===== src/rtl/config_product_accumulator.sv =====
// Accumulates signed 8-bit products, or pairs of 4-bit products in two independent lanes, into grouped sums.
// Optional clamping of each addition instead of wrap-around: define CONFIG_ACC_SATURATE_EN.
`timescale 1ns/1ps
module config_product_accumulator #(
    parameter int ACC_WIDTH = 16
) (
    input  logic                 clk,
    input  logic                 rst_n,
    input  logic [7:0]           product,
    input  logic                 halvedPrecision,
    input  logic                 inValid,
    input  logic                 inLast,
    output logic                 inReady,
    output logic [ACC_WIDTH-1:0] sum,
    output logic                 sumHalved,
    output logic                 outValid,
    input  logic                 outReady
`ifdef CONFIG_ACC_SATURATE_EN
    ,
    output logic                 sumSaturated
`endif
);

    localparam int LW = ACC_WIDTH / 2;

    typedef enum logic {
        ACCUM,
        HOLD
    } state_t;

    state_t               state;
    logic                 in_group;
    logic                 accept;
    logic                 beat_halved;
    logic [ACC_WIDTH-1:0] full_ext;
    logic [LW-1:0]        upper_ext;
    logic [LW-1:0]        lower_ext;
    logic [ACC_WIDTH-1:0] full_next;
    logic [LW-1:0]        upper_next;
    logic [LW-1:0]        lower_next;
    logic [ACC_WIDTH-1:0] acc_next;

`ifdef CONFIG_ACC_SATURATE_EN
    logic [ACC_WIDTH:0]   full_raw;
    logic [LW:0]          upper_raw;
    logic [LW:0]          lower_raw;
    logic                 full_ovf;
    logic                 upper_ovf;
    logic                 lower_ovf;
    logic                 clamp;
`endif

    // sum doubles as the accumulator; the group's mode is taken from the first beat and held in sumHalved.
    always_comb begin
        accept      = inValid & inReady;
        beat_halved = in_group ? sumHalved : halvedPrecision;
        full_ext    = {{(ACC_WIDTH-8){product[7]}}, product};
        upper_ext   = {{(LW-4){product[7]}}, product[7:4]};
        lower_ext   = {{(LW-4){product[3]}}, product[3:0]};
`ifdef CONFIG_ACC_SATURATE_EN
        full_raw    = {sum[ACC_WIDTH-1], sum} + {full_ext[ACC_WIDTH-1], full_ext};
        upper_raw   = {sum[ACC_WIDTH-1], sum[ACC_WIDTH-1:LW]} + {upper_ext[LW-1], upper_ext};
        lower_raw   = {sum[LW-1], sum[LW-1:0]} + {lower_ext[LW-1], lower_ext};
        full_ovf    = full_raw[ACC_WIDTH] ^ full_raw[ACC_WIDTH-1];
        upper_ovf   = upper_raw[LW] ^ upper_raw[LW-1];
        lower_ovf   = lower_raw[LW] ^ lower_raw[LW-1];
        // An overflowed sum's extra sign bit tells which rail to clamp to.
        full_next   = full_ovf ? {full_raw[ACC_WIDTH], {(ACC_WIDTH-1){~full_raw[ACC_WIDTH]}}}
                               : full_raw[ACC_WIDTH-1:0];
        upper_next  = upper_ovf ? {upper_raw[LW], {(LW-1){~upper_raw[LW]}}} : upper_raw[LW-1:0];
        lower_next  = lower_ovf ? {lower_raw[LW], {(LW-1){~lower_raw[LW]}}} : lower_raw[LW-1:0];
        clamp       = beat_halved ? (upper_ovf | lower_ovf) : full_ovf;
`else
        full_next   = sum + full_ext;
        upper_next  = sum[ACC_WIDTH-1:LW] + upper_ext;
        lower_next  = sum[LW-1:0] + lower_ext;
`endif
        acc_next    = beat_halved ? {upper_next, lower_next} : full_next;
    end

    always_ff @(posedge clk or negedge rst_n) begin
        if (!rst_n) begin
            state     <= ACCUM;
            sum       <= '0;
            sumHalved <= 1'b0;
            outValid  <= 1'b0;
            inReady   <= 1'b0;
            in_group  <= 1'b0;
`ifdef CONFIG_ACC_SATURATE_EN
            sumSaturated <= 1'b0;
`endif
        end else begin
            case (state)
                ACCUM: begin
                    inReady <= 1'b1;
                    if (accept) begin
                        sum <= acc_next;
`ifdef CONFIG_ACC_SATURATE_EN
                        sumSaturated <= sumSaturated | clamp;
`endif
                        if (!in_group) begin
                            in_group  <= 1'b1;
                            sumHalved <= halvedPrecision;
                        end
                        if (inLast) begin
                            state    <= HOLD;
                            inReady  <= 1'b0;
                            outValid <= 1'b1;
                        end
                    end
                end
                HOLD: begin
                    if (outReady) begin
                        state    <= ACCUM;
                        inReady  <= 1'b1;
                        outValid <= 1'b0;
                        sum      <= '0;
                        in_group <= 1'b0;
`ifdef CONFIG_ACC_SATURATE_EN
                        sumSaturated <= 1'b0;
`endif
                    end
                end
                default: state <= ACCUM;
            endcase
        end
    end

endmodule

===== config.mk =====
export PLATFORM = sky130hd
export DESIGN_NAME = config_product_accumulator
export DESIGN_NICKNAME = d
export VERILOG_FILES = /design/src/rtl/config_product_accumulator.sv
export SDC_FILE = /design/constraint.sdc
export NUM_CORES = 1
export LEC_CHECK = 0
export CAP_MARGIN = 20
export CORE_UTILIZATION = 53
export DETAILED_ROUTE_END_ITERATION = 6
export PLACE_DENSITY = 0.81
export SLEW_MARGIN = 40
export SYNTH_ARGS = -nofsm -noshare
export SYNTH_HDL_FRONTEND = slang
export SYNTH_SLANG_ARGS = --single-unit

===== constraint.sdc =====
create_clock -name clk -period 2.3 [get_ports clk]
set_input_delay 0.46 -clock clk [delete_from_list [all_inputs] [get_ports clk]]
set_output_delay 0.46 -clock clk [all_outputs]
set_load 0.02 [all_outputs]

# Word level (Yosys, flattened, before mapping)
# Index checks and enable logic that the tools add are counted.
dict set report classes {
  n_addsub 3
  n_eq_ne 3
  muxes 19
  n_bitwise 2
  n_reduce_logical 3
}
# op count
set op_table {}
lappend op_table {{two-way mux 16 bit} 3}
lappend op_table {{case mux 16 bit (2 select lines)} 1}
lappend op_table {{adder 16 bit} 1}
lappend op_table {{adder 8 bit} 2}
lappend op_table {{two-way mux 1 bit} 11}
lappend op_table {{case mux 1 bit (2 select lines)} 4}
lappend op_table {{inequality test 2 bit, second input constant} 3}
lappend op_table {{AND reduction 2 bit} 2}
lappend op_table {{AND reduction 3 bit} 1}
lappend op_table {{AND 1 bit} 1}
lappend op_table {{NOT 1 bit} 1}
dict set report word_totals {
  reg_bits 21
  in_bits 14
  out_inout_bits 19
  wordCells 36
}

# Longest topological paths before layout
# Gate-level depths: netlist (run 1).
dict set report depth {
  depth_word 4
  depth_mapped 10
  depth_no_buf 10
}

# Worst setup path after synthesis (run 1)
# OpenSTA, ideal clock, no wires.
dict set report synth_timing {
  kind {flip-flop to flip-flop}
  startpoint {register sum[0]}
  endpoint {register sum[12]}
  setup_time_ns 0.070
  arrival_time_ns 2.221
  required_time_ns 2.230
  slack_ns 0.009
  stages_incl_launch_ff 11
  n_path_buf 0
  synth_period_minus_slack_ns 2.291
  cell_sequence {dfrtp_1 ha_1 inv_1 fa_1 nor2b_1 o31a_1 o21ai_2 o21ai_2 nor3_1 or4_1 nand3_1}
}
dict set report synth_between {
  elab_chain_len 4
}
# element line_no
set synth_lines {}
lappend synth_lines {{from (decl)} 14} ;# output logic [ACC_WIDTH-1:0] sum,
lappend synth_lines {{from (signal assigned)} 97} ;# sum <= acc_next;
lappend synth_lines {{adder 16 bit} 74} ;# full_next = sum + full_ext;
lappend synth_lines {{two-way mux 16 bit} 78} ;# acc_next = beat_halved ? {upper_next, lower_next} : full_next;
lappend synth_lines {{two-way mux 16 bit} 96} ;# if (accept) begin
lappend synth_lines {{case mux 16 bit (2 select lines)} 93} ;# case (state)
# Every way passes these cells. The select of a mux whose other input is x is not followed.
# A chain may end at the register's enable or synchronous reset.

# Worst setup path in the final report (run 1)
dict set report layout_timing {
  startpoint {register sum[0]}
  endpoint {register sum[10]}
}
# Same word-level chain as after synthesis.

==> out/results.tsv, run 1 <==
stage	metric	value	unit
run_status	status	finished, violations left	
run_status	violations	negative setup slack	
floorplan	ios	33	
yosys	synth_edf_count	0	
yosys	synth-seq-cells	21	
route	wl_per_cell	19.5	um
final_layout	n_antenna_cell	0	
place	dp_hpwl	3990	um
floorplan	die_w	60	um
yosys	synth_compound_area_frac	0.253	
timing	slew_headroom	0.724	
yosys	ys_top_cells_by_count	23 x nand2_1, 21 x dfrtp_1, 21 x ha_1	
yosys	ys_seq_area_frac	0.295	
place	dp_slack	-0.616	ns
global_route	grt_pass1_vias	2015	
final_layout	drive_gt1_frac	0.322	
yosys	yosys_warnings	0	
worst_setup_path	crit_path_start_kind	register	
worst_setup_path	r2r_cells	11	
worst_setup_path	path_class	register to register	
timing	hold_viol_final	0	
timing	setup_violations	4	
route	top_layer_used	met4	
worst_setup_path	timing.rr.end	sum[10]	
timing	timing.final.crit_share	1.08	
floorplan	design.core.area	3130	um2
timing	fmax	403	MHz
worst_setup_path	rr_startpoint	sum[0]	
global_route	grt_overflow_total	0	
floorplan	die_area	3600	um2
timing	slew_violations	0	
worst_setup_path	cp-end-kind	register	
final_layout	n_fill_cell	152	
yosys	syn_nets	238	
floorplan	die_y	60	um
clock_network	cts_tree	built	
yosys	synthCells	201	
clock_network	clockBufferDepth	2	
yosys	synth.cell_area	1780	um2
timing	fin_worst_skew	0.0104	ns
clock_network	holdBufCountCts	0	
timing	whs	0.482	ns
timing	rsz0062_at_grt	yes	
clock_network	clk_pin_slew	0.14	ns
power	leakage	1.28	nW
floorplan	std_cell_rows	20	
route	routed-via-count	2086	
worst_setup_path	reg2reg_setup_slack	-0.18	ns
global_route	grt_usage	0.341	
clock_network	numCtsBuffers	3	
yosys	synth_top_family_by_area	compound AO/OA/AOI/OAI gates	
worst_setup_path	crit_arrival	2.68	ns
power	power_density	1410	nW/um2
place	finalWeightedCongestion	0.873	
global_route	antenna_found_initial	0	
yosys	yosys.area.top_type_share	0.295	
yosys	synth_fa_ha_area_frac	0.170	
clock_network	clock_sinks	21	
yosys	synth-async-reset-ratio	1.00	
route	dr.pass1.iters	5	
yosys	synth_top_flop_cell	dfrtp_1	
final_layout	nNetsFinal	327	
route	wl_met1	2560	um
hold_path	hold_class	input pin to async pin	
floorplan	start_util	0.570	
route	final_antenna_net_count	0	
route	drt_iter0_markers	220	
yosys	synthSimpleGateAreaFrac	0.166	
timing	tightest_slew	0.413	ns
power	vdd_drop_max	0.813	mV
route	dr_wl_met3	550	um
clock_network	htreeDepth	1	
timing	fin_ws	-0.179	ns
global_route	grt_pass1_wl	9110	um
clock_network	insertion_delay	0.32	ns
route	via_per_inst	6.26	
route	wl_met2	3140	um
yosys	muxShareOfSynthArea	0.0260	
route	route.detailed.drc	0	
job	max_cap_viol_count	0	
route	routed_wl	6510	um
worst_setup_path	required	2.50	ns
worst_setup_path	cp_max_fo	3	
yosys	postSynthAreaPerCell	8.87	um2
yosys	synthMostInstantiatedCell	nand2_1	
yosys	synth_top_area_cell	dfrtp_1	
timing	period_minus_slack	2.48	ns
yosys	synth-xor-area-share	0.0688	
timing	finalSetupTns	-0.494	ns
clock_network	cts-root-buf	clkbuf_4	
yosys	synth_area_leaders	dfrtp_1 29%, ha_1 15%, a21oi_1 5.1%	
global_route	grt_max_degree	22	
place	place.port_buffers	32	
final_layout	syn_to_final_growth	55.2	%
yosys	synth.distinct_cells	45	
==> per-stage QoR <==
step / std cells / util / total power, mW / area (um2)
3_5_place_dp: 320 / 0.801 / 3.13 / 2500
5_1_grt: 333 / 0.884 / 4.10 / 2770
6_report: 333 / 0.884 / 3.89 / 2770
2_1_floorplan: 201 / - / 2.08 / 1780
3_3_place_gp: 320 / 0.801 / 3.03 / 2500
4_1_cts: 330 / 0.851 / 3.53 / 2660
==> worst max-delay path, stage by stage, from the launching register on <==
cell	delay, ns
dfrtp_1	0.40
ha_2	0.21
inv_2	0.04
fa_2	0.36
nor2b_2	0.20
o31a_1	0.23
o21ai_2	0.11
o21ai_2	0.19
buf_4	0.14
xor2_1	0.07
a222oi_1	0.33
inv_1	0.09
==> routing by layer <==
layer,GRT usage,vias to the layer above
li1,-,919
met1,0.439,983
met2,0.583,149
met3,0.0519,35
met4,0.113,0
met5,0,-
==> flip-flops by register name (all words and copies together), names as in the netlist <==
register	count
state	1
sumHalved	1
in_group	1
sum	16
outValid	1
inReady	1
==> report_power, final <==
group          leakage [nW]  switching [mW]  internal, mW
Combinational          1.00            1.48          1.49
Sequential            0.257           0.199         0.517
Clock                0.0177           0.132        0.0651
Total                  1.28            1.81          2.08
==> worst max path at each step <==
| stage | startpoint | to | slack [ns] | cells after the start |
|---|---|---|---|---|
| after detailed placement | product[0] | sum[10] | -0.62 | 11 |
| after floorplan | sum[0] | sum[12] | 0.009 | 10 |
| after global routing | sum[0] | sum[14] | -0.24 | 12 |
| after global placement | product[0] | sum[14] | -0.52 | 12 |
| final | sum[0] | sum[10] | -0.18 | 11 |
| after CTS | sum[0] | sum[14] | -0.06 | 11 |
==> cell usage in the layout (no fill, tap or decap), drive strengths merged, types with 2 or more instances in the layout <==
master         netlist  final
buf                  0     55
clkdlybuf4s50        0     24
nand2               23     23
o21ai               22     22
dfrtp               21     21
ha                  21     21
a21oi               18     18
nor2                11     11
nand3               10     10
xor2                 7      7
xnor2                7      7
inv                  7      7
dlygate4sd2          0      5
nor3                 4      4
a21o                 3      3
o21a                 3      3
nand2b               3      3
clkbuf               3      3
dlymetal6s2s         0      3
nor2b                3      3
o211ai               3      3
a211oi               3      3
o31a                 2      2
and2                 2      2
o21bai               2      2
a221o                2      2
mux2i                2      2
mux2                 2      2
o41ai                2      2
o31ai                2      2
fa                   2      2
==> timing repair <==
action	CTS	global route
setup endpoints to repair	8	8
gates resized for setup	23	12
pin swaps	15	10
buffers inserted	6	3
==> cells by family (layout without fill, tap and decap cells) <==
| logic type | count (synthesis) | in the layout |
|---|---|---|
| flip-flops | 21 | 21 |
| AO/OA/AOI/OAI | 67 | 67 |
| AND/OR/NAND/NOR | 62 | 62 |
| multiplexers | 4 | 4 |
| XOR/XNOR | 14 | 14 |
| buffers and inverters | 10 | 98 |
| adder cells (fa/ha/maj) | 23 | 23 |
==> final cells by class <==
cell class,count,area [um2],area share
clock buffers,3,22.5,0.00814
clock inverters,1,5.00,0.00181
inverters,7,26.3,0.00950
multi-input cells,170,1390,0.501
flip-flops and latches,21,526,0.190
well taps,44,55.1,0.0199
repair buffers,87,747,0.270
(Power assumes the default switching activity.)
==> run 2, diff against run 1 <==
--- a/config.mk
+++ b/config.mk
@@ -6,6 +6,7 @@
 export NUM_CORES = 1
 export LEC_CHECK = 0
 export CAP_MARGIN = 20
+export CORE_MARGIN = 8
 export CORE_UTILIZATION = 53
 export DETAILED_ROUTE_END_ITERATION = 6
 export PLACE_DENSITY = 0.81
==> out/results.tsv, run 2 (synthesis results as in run 1) <==
stage	metric	value	unit
worst_setup_path	crit_path_max_incr_delay	0.44	ns
final_layout	n_antenna_cell	0	
route	wl_met1	2280	um
power	pwr-share-comb	0.759	
place	dp_slack	-0.602	ns
floorplan	die_y	74	um
global_route	antenna_found_initial	0	
place	finalWeightedCongestion	0.952	
timing	finalSetupTns	0	ns
place	place.port_buffers	32	
route	routed_wl	5410	um
worst_setup_path	cp_top_family	compound AO/OA/AOI/OAI gates	
worst_setup_path	r2r_cells	8	
place	placed_cell_area	2490	um2
worst_setup_path	path_cells	ha_1 > a211oi_2 > nor2_1 > o31ai_2 > o211ai_1 > nor3_2 > o21bai_1 > mux2_2	
clock_network	cts-root-buf	clkbuf_4	
worst_setup_path	crit_arrival	2.50	ns
final_layout	final_common_cell	buf_4	
clock_network	numCtsBuffers	3	
worst_setup_path	path_class	register to register	
timing	fin_worst_skew	0.0102	ns
final_layout	largest_register	sum	
final_layout	layout_common_cells	50 x buf_4, 27 x clkdlybuf4s50_1, 23 x nand2_1	
place	dp_hpwl	3880	um
power	p_seq_frac	0.186	
timing	tightest_slew	0.399	ns
clock_network	cts_tree	built	
floorplan	ios	33	
clock_network	insertion_delay	0.33	ns
final_layout	final_cell_area	2690	um2
job	max_cap_viol_count	0	
floorplan	die_area	5480	um2
power	intPower	1.99	mW
timing	rsz0062_at_grt	yes	
power	switching_share	0.452	
worst_setup_path	required	2.53	ns
timing	hold_viol_final	0	
power	leakage	1.24	nW
timing	slew_violations	0	
final_layout	nNetsFinal	324	
route	final_antenna_net_count	0	
final_layout	syn_to_final_growth	50.7	%
clock_network	clockBufferDepth	2	
worst_setup_path	cp_max_fo	3	
worst_setup_path	reg2reg_setup_slack	0.03	ns
global_route	grt_pass1_wl	8490	um
route	dr_wl_met3	399	um
floorplan	std_cell_rows	21	
timing	setup_violations	0	
route	routed-via-count	1909	
final_layout	layout.cells.non_filler	332	
route	dr.pass1.iters	5	
final_layout	drive_gt1_frac	0.297	
final_layout	largest_reg_flops	16	
global_route	grt_usage	0.199	
power	vdd_drop_max	0.889	mV
clock_network	clk_pin_slew	0.14	ns
worst_setup_path	cp-startpoint	sum[8]	
floorplan	die_w	74	um
worst_setup_path	crit_buf_inv	0	
route	via_per_inst	5.75	
timing	fin_ws	0.0284	ns
run_status	status	complete, no violations	
hold_path	hold_class	input pin to async pin	
worst_setup_path	path_depth	8	
worst_setup_path	cp-end-kind	register	
route	drt_iter0_markers	174	
timing	timing.final.crit_share	0.988	
worst_setup_path	rr_startpoint	sum[8]	
route	wl_per_cell	16.3	um
route	top_layer_used	met4	
global_route	grt_overflow_total	0	
worst_setup_path	crit_path_start_kind	register	
timing	fmax	440	MHz
power	power_density	1360	nW/um2
worst_setup_path	critPathSlowestCell	dfrtp_1	
global_route	grt_pass1_vias	1838	
clock_network	holdBufCountCts	0	
timing	slew_headroom	0.730	
timing	period_minus_slack	2.27	ns
floorplan	design.core.area	3280	um2
place	placedCellCount	322	
clock_network	htreeDepth	1	
clock_network	clock_sinks	21	
power	switchingPower	1.65	mW
floorplan	start_util	0.543	
global_route	grt_max_degree	22	
power	p_clk_frac	0.055	
route	route.detailed.drc	0	
route	wl_met2	2660	um
worst_setup_path	timing.rr.end	sum[15]	
==> run 2: changes by cell type in the layout (fill, tap and decap cells not counted), moves of 3 or more <==
cell             delta
buf_4               -4
clkdlybuf4s50_1     +3
ha_1                +5
ha_4                -4
==> run 2: how the worst max path moves through the flow <==
stage / endpoint
after global placement: sum[15]
after detailed placement: sum[15]
after global routing: sum[12]
final: sum[15]
after floorplan: sum[12]
after CTS: sum[15]
==> run 2: what timing repair did <==
item | 4_1_cts | 5_1_grt
pin swaps | 8 | 11
buffers inserted | 0 | 6
endpoints found under the hold margin | 0 | 0
resized for setup | 14 | 17
endpoints found under the setup margin | 9 | 9
==> run 2: final cells by class <==
cell class	instances	area, um2
clock buffer	3	22.5
fill	205	598
tap	46	57.6
timing repair buffer	84	712
sequential	21	526
inverter	7	26.3
clock inverter	1	7.51
multi-input combinational	170	1340
==> run 2: routing by layer <==
layer  track usage  vias up
met5             0        -
met4        0.0554        0
met3        0.0431       10
met2         0.334       87
met1         0.249      899
li1              -      913
==> run 2: worst reg2reg max path: stages, from the launching register on <==
cell and delay (ns):
dfrtp_1 0.44, ha_1 0.33, a211oi_2 0.22, nor2_1 0.09, o31ai_2 0.34, o211ai_1 0.15, nor3_2 0.23, o21bai_1 0.10
mux2_2 0.26
==> run 2: power by group through the flow <==
stage	clock network, mW	registers, mW	logic, mW
after floorplan	0	0.821	1.26
after global placement	0	0.671	2.35
after detailed placement	0	0.674	2.41
after CTS	0.212	0.670	2.47
after global routing	0.217	0.699	2.98
final	0.201	0.676	2.76
==> run 2: through the flow <==
| step | hold WS (ns) | power (mW) | util |
|---|---|---|---|
| 2_1_floorplan | 0.164 | 2.08 | - |
| 3_3_place_gp | 0.469 | 3.02 | 0.760 |
| 3_5_place_dp | 0.474 | 3.08 | 0.760 |
| 4_1_cts | 0.472 | 3.35 | 0.778 |
| 5_1_grt | 0.519 | 3.90 | 0.818 |
| 6_report | 0.469 | 3.64 | 0.818 |
